<file path="src/rtl/fetch_decode_pkg.sv">
// Shared types and constants for the fetch/decode slice.
// State encoding, register-field positions, RF size.
package fetch_decode_pkg;

  typedef enum logic [1:0] {
    S_IF = 2'd0,
    S_ID = 2'd1,
    S_EX = 2'd2,
    S_WB = 2'd3
  } state_t;

  localparam int RF_DEPTH = 32;
  localparam int RF_AW    = 5;

  localparam int RS_HI = 25;
  localparam int RS_LO = 21;
  localparam int RT_HI = 20;
  localparam int RT_LO = 16;

  function automatic logic [RF_AW-1:0] rs_of(
    input logic [31:0] i
  );
    return i[RS_HI:RS_LO];
  endfunction

  function automatic logic [RF_AW-1:0] rt_of(
    input logic [31:0] i
  );
    return i[RT_HI:RT_LO];
  endfunction

endpackage

</file>
<file path="src/rtl/fetch_decode_regfile.sv">
// 32x32 register file, two async read ports, one write.
// Register 0 is hard-wired to zero.
module regfile
  import fetch_decode_pkg::*;
(
  input  logic             clk,
  input  logic             rst,
  input  logic             we,
  input  logic [RF_AW-1:0] waddr,
  input  logic [31:0]      wdata,
  input  logic [RF_AW-1:0] raddr1,
  input  logic [RF_AW-1:0] raddr2,
  output logic [31:0]      rdata1,
  output logic [31:0]      rdata2
);

  logic [31:0] mem [RF_DEPTH];

  // storage: cleared on reset, r0 never written
  always_ff @(posedge clk or posedge rst) begin
    if (rst) begin
      for (int i = 0; i < RF_DEPTH; i++) begin
        mem[i] <= '0;
      end
    end else if (we && (waddr != '0)) begin
      mem[waddr] <= wdata;
    end
  end

  // read ports: index 0 forced to zero
  always_comb begin
    rdata1 = '0;
    rdata2 = '0;
    if (raddr1 != '0) rdata1 = mem[raddr1];
    if (raddr2 != '0) rdata2 = mem[raddr2];
  end

endmodule

</file>
<file path="src/rtl/fetch_decode.sv">
// Four-phase fetch/decode sequencer: FSM, PC, IR, icount.
// One instruction retires every four cycles.
module fetch_decode
  import fetch_decode_pkg::*;
#(
  parameter int IM_AW = 8
) (
  input  logic             clk,
  input  logic             rst,
  input  logic             run,
  output logic [IM_AW-1:0] im_addr,
  input  logic [31:0]      im_data,
  output logic [31:0]      ins,
  output logic [31:0]      pc,
  output logic [31:0]      reg1,
  output logic [31:0]      reg2,
  input  logic [RF_AW-1:0] wra,
  input  logic [31:0]      result,
  input  logic [31:0]      nextpc,
  output logic             ex_phase,
  output logic [31:0]      icount
);

  state_t      state;
  logic        we;
  logic [31:0] rd1;
  logic [31:0] rd2;

  // ROM address follows pc in every state
  assign im_addr = pc[IM_AW-1:0];

  // write-back only on the WB->IF edge, never to r0
  assign we = (state == S_WB) && (wra != '0);

  regfile u_rf (
    .clk    (clk),
    .rst    (rst),
    .we     (we),
    .waddr  (wra),
    .wdata  (result),
    .raddr1 (rs_of(im_data)),
    .raddr2 (rt_of(im_data)),
    .rdata1 (rd1),
    .rdata2 (rd2)
  );

  // sequencer with registered IR, operands, pc, icount
  always_ff @(posedge clk or posedge rst) begin
    if (rst) begin
      state    <= S_IF;
      pc       <= '0;
      ins      <= '0;
      reg1     <= '0;
      reg2     <= '0;
      icount   <= '0;
      ex_phase <= 1'b0;
    end else begin
      unique case (state)
        S_IF: begin
          if (run) state <= S_ID;
        end
        S_ID: begin
          state    <= S_EX;
          ins      <= im_data;
          reg1     <= rd1;
          reg2     <= rd2;
          ex_phase <= 1'b1;
        end
        S_EX: begin
          state    <= S_WB;
          ex_phase <= 1'b0;
        end
        S_WB: begin
          state  <= S_IF;
          pc     <= nextpc;
          icount <= icount + 32'd1;
        end
        default: begin
          state    <= S_IF;
          ex_phase <= 1'b0;
        end
      endcase
    end
  end

endmodule

</file>
<file path="config.mk">
export PLATFORM = sky130hd
export DESIGN_NAME = fetch_decode
export DESIGN_NICKNAME = d
export VERILOG_FILES = /design/src/rtl/fetch_decode_pkg.sv /design/src/rtl/fetch_decode_regfile.sv /design/src/rtl/fetch_decode.sv
export SDC_FILE = /design/constraint.sdc
export NUM_CORES = 2
export LEC_CHECK = 0
export BUFFER_PORTS_ARGS = -buffer_cell sky130_fd_sc_hd__clkbuf_2
export CAP_MARGIN = 20
export CORE_MARGIN = 2
export CORE_UTILIZATION = 24
export DETAILED_ROUTE_END_ITERATION = 10
export PLACE_DENSITY = 0.44
export SYNTH_ARGS = -nofsm -noshare
export SYNTH_HDL_FRONTEND = slang
export SYNTH_SLANG_ARGS = --single-unit
</file>
<file path="constraint.sdc">
create_clock -name clk -period 77.4 [get_ports clk]
set_input_delay 3.87 -clock clk [delete_from_list [all_inputs] [get_ports clk]]
set_output_delay 3.87 -clock clk [all_outputs]
set_load 0.01 [all_outputs]
</file>
==> impl_metrics.env <==
export IMPL_clock_tree_root_cell="clkbuf_16"
export IMPL_hpwl_um=121000
export IMPL_maxCapViolCount=0
export IMPL_cts_path_max_buffers=3
export IMPL_rsz0062_at_grt="false"
export IMPL_cp_slowest_cell="buf_4"
export IMPL_totalWireLength_um=219100
export IMPL_port_buffers=272
export IMPL_fin_hold_ws_ns=0.3912
export IMPL_power_internal_mw=1.665
export IMPL_crit_arrival_ns=8.79
export IMPL_synth_cell_area_um2=60160
export IMPL_clkLatencyLatePin_ns=0.81
export IMPL_start_kind="input pin"
export IMPL_finalSetupViolations=0
export IMPL_first_global_vias=39253
export IMPL_ys_flop_type="dfrtp_1"
export IMPL_gr_total_overflow=0
export IMPL_synth_edf_count=0
export IMPL_p_leak_nw=31.16
export IMPL_drive_above_1_share=0.5280
export IMPL_antenna_left=0
export IMPL_antenna_found_initial=17
export IMPL_r2r_cells=7
export IMPL_ys_seq_elements=1187
export IMPL_first_pass_iters=5
export IMPL_cpMostUsedCell="buf_4"
export IMPL_grt_pass1_wl_um=311200
export IMPL_drc=0
export IMPL_dpl_cell_count=7222
export IMPL_clkSinkCount=1187
export IMPL_finalNonFillerCells=7500
export IMPL_critPathBufInv=5
export IMPL_cts_setup_buffers=0
export IMPL_io_pins=273
export IMPL_grt_max_degree=111
export IMPL_r2r_slack_ns=73.81
export IMPL_synth_area_per_cell_um2=15.15
export IMPL_final_nets=4157
export IMPL_yosysSeqAreaShare=0.4938
export IMPL_whs_path_depth=0
export IMPL_die_h_um=504.7
export IMPL_path_clk_slew_ns=0.06
export IMPL_cts_made_buffers=149
export IMPL_initial_core_util=0.2417
export IMPL_power_density_nw_per_um2=34.21
export IMPL_rr_startpoint="state[0]$_DFFE_PP0P_"
export IMPL_irDropWorstVdd_mv=0.02416
export IMPL_core_area_um2=248900
export IMPL_async_reset_ff_frac=1.000
export IMPL_vias_per_cell=5.009
export IMPL_r2r_end="u_rf.mem[555]$_DFFE_PP0P_"
export IMPL_p_sw_mw=0.7277
export IMPL_setup_tns_final_ns=0
export IMPL_crit_path_max_incr_delay_ns=0.77
export IMPL_hold_buffers=0
export IMPL_max_freq_mhz=123.4
export IMPL_cp_top_family="buffers and inverters"
export IMPL_pwr_share_comb=0.269
export IMPL_gp_congestion=0.7274
export IMPL_drt_iter0_markers=2795
export IMPL_wire_per_inst_um=29.22
export IMPL_layout_common_cells="1187 x dfrtp_1, 1076 x mux2_2, 477 x mux4_2, 264 x clkbuf_2, 173 x mux2i_1"
export IMPL_switching_share=0.3042
export IMPL_die_w_um=504.7
export IMPL_post_route_min_period_ns=8.104
export IMPL_maxSlewViolCount=0
export IMPL_rows=183
export IMPL_area_delta_synth_final_pct=16.24
export IMPL_path_cells="buf_8 > buf_4 > buf_4 > buf_4 > buf_4 > mux4_2 > a22o_1 > a211oi_1 > a21oi_1 > a22o_1"
export IMPL_tightest_slew_ns=1.174
export IMPL_cp_max_fo=68
export IMPL_crit_type="input pin to register"
export IMPL_finalHoldViolCount=0
export IMPL_netlist_instances=3971
export IMPL_pwr_share_clk=0.302
export IMPL_worstHoldEndpoint="u_rf.mem[1019]$_DFFE_PP0P_"
export IMPL_track_usage=0.1699
export IMPL_end_kind="register"
export IMPL_yosysUniqueCellTypes=49
export IMPL_cp_data_required_time_ns=78.09
export IMPL_fin_crit_sh=0.1047
export IMPL_cts_tree="yes"
export IMPL_nFillCells=25142
export IMPL_slew_headroom=0.2175
export IMPL_status="finished, final reports clean"
export IMPL_cts_resized=0
export IMPL_die_area_um2=254700
export IMPL_setup_slack_ns=69.30
export IMPL_vias=37568
export IMPL_synth_warnings=0
export IMPL_hold_path_startpoint="u_rf.mem[1019]$_DFFE_PP0P_"
export IMPL_h_tree_depth=4
export IMPL_hold_class="register to register"
export IMPL_worst_clock_skew_ns=0.02259
export IMPL_pre_cts_ws_ns=68.32
export IMPL_seq_power_share=0.428
export IMPL_final_common_cell="dfrtp_1"
export IMPL_synth_nets=4081
[cell families (layout without fill, tap and decap cells)]
logic type | after synthesis | in the layout | share of synthesized area
multiplexers | 1730 | 1730 | 0.4095
flip-flops | 1187 | 1187 | 0.4938
buffers and inverters | 455 | 649 | 0.03288
AO/OA/AOI/OAI | 322 | 322 | 0.03891
AND/OR/NAND/NOR | 240 | 240 | 0.01916
XOR/XNOR | 31 | 31 | 0.004513
adder cells (fa/ha/maj) | 6 | 6 | 0.001248
other | 0 | 5 | 0
[power by group through the flow]
stage | Clock [mW] | Sequential [mW] | Combinational [mW]
6_report | 0.723 | 1.02 | 0.644
3_3_place_gp | 0 | 1.03 | 0.641
5_1_grt | 0.771 | 1.06 | 0.693
3_5_place_dp | 0 | 1.03 | 0.653
4_1_cts | 0.745 | 1.02 | 0.655
2_1_floorplan | 0 | 0.989 | 0.479
[registers in the layout (all words and copies together) (netlist names)]
| signal | count |
|---|---|
| ins | 32 |
| pc | 32 |
| ex_phase | 1 |
| reg1 | 32 |
| state | 2 |
| u_rf.mem | 1024 |
| icount | 32 |
| reg2 | 32 |
[layout make-up]
class / instances / area [um2] / share of cell area
antenna: 5 / 12.51 / 0.0001789
clock buffer: 222 / 4375 / 0.06257
clock inverter: 47 / 666.9 / 0.009537
inverter: 12 / 57.56 / 0.0008231
multi-input combinational: 2329 / 28760 / 0.4112
sequential: 1187 / 29700 / 0.4248
tap: 3330 / 4167 / 0.05958
timing repair buffer: 368 / 2188 / 0.03129
[metrics by stage]
stage / power (mW) / cell area [um2] / utilization
finish: 2.392 / 69930 / 0.2810
CTS: 2.422 / 69870 / 0.2807
global route: 2.520 / 69920 / 0.2809
detailed placement: 1.686 / 64830 / 0.2605
global placement: 1.668 / 64820 / 0.2605
floorplan: 1.468 / 60160 / -
[worst reg2reg max path, stage by stage (launching register included)]
cell and delay, ns:
dfrtp_1 0.41, ha_2 0.18, buf_4 0.43, nand2_1 0.14
or2_2 0.42, nor2_4 0.76, buf_4 0.68, mux2_2 0.44
[Yosys cell counts (2+ instances only)]
master	number	share of area
dfrtp_1	1187	0.49
mux2_2	1076	0.20
mux4_2	477	0.18
clkbuf_1	263	0.016
mux2i_1	173	0.029
buf_1	74	0.0046
nand2_1	72	0.0045
buf_2	60	0.0050
nor2_1	60	0.0037
o22ai_1	55	0.0057
a22oi_1	51	0.0064
a211oi_1	46	0.0057
a2111oi_0	41	0.0060
buf_4	40	0.0050
nand3_1	38	0.0032
a21oi_1	37	0.0031
a21o_1	31	0.0039
nor2b_1	17	0.0018
xnor2_1	17	0.0025
xor2_1	14	0.0020
a221oi_1	13	0.0019
o21ai_0	13	0.0011
nor3_1	12	0.0010
o22a_1	12	0.0017
a22o_1	11	0.0016
inv_1	11	0.00069
nand2b_1	7	0.00073
nand3b_1	7	0.00087
buf_6	6	0.0011
ha_1	6	0.0012
a32o_1	5	0.00083
nand4_1	5	0.00052
o221ai_1	5	0.00073
and4_1	4	0.00058
mux2_1	4	0.00075
and3_1	3	0.00031
nor3b_1	3	0.00037
nand4b_1	2	0.00029
or3_1	2	0.00021
or4_1	2	0.00025
[metal layers]
metal	up-vias	wire (um)	track usage
met1	20849	97050	0.2285
met4	4	5895	0.04767
met2	980	105500	0.2794
li1	15440	-	-
met3	295	10640	0.03016
met5	-	26	0
[how the worst max path moves through the flow]
stage / cells past startpoint / from / slack [ns] / to
floorplan: 1 / rst / 40.09 / ex_phase$_DFFE_PP0P_
global placement: 10 / im_data[16] / 68.29 / reg2[26]$_DFFE_PP0N_
detailed placement: 10 / im_data[16] / 68.32 / reg2[26]$_DFFE_PP0N_
CTS: 10 / im_data[16] / 69.18 / reg2[26]$_DFFE_PP0N_
global route: 10 / im_data[16] / 68.85 / reg2[26]$_DFFE_PP0N_
finish: 10 / im_data[16] / 69.30 / reg2[26]$_DFFE_PP0N_
(Power assumes the default switching activity.)
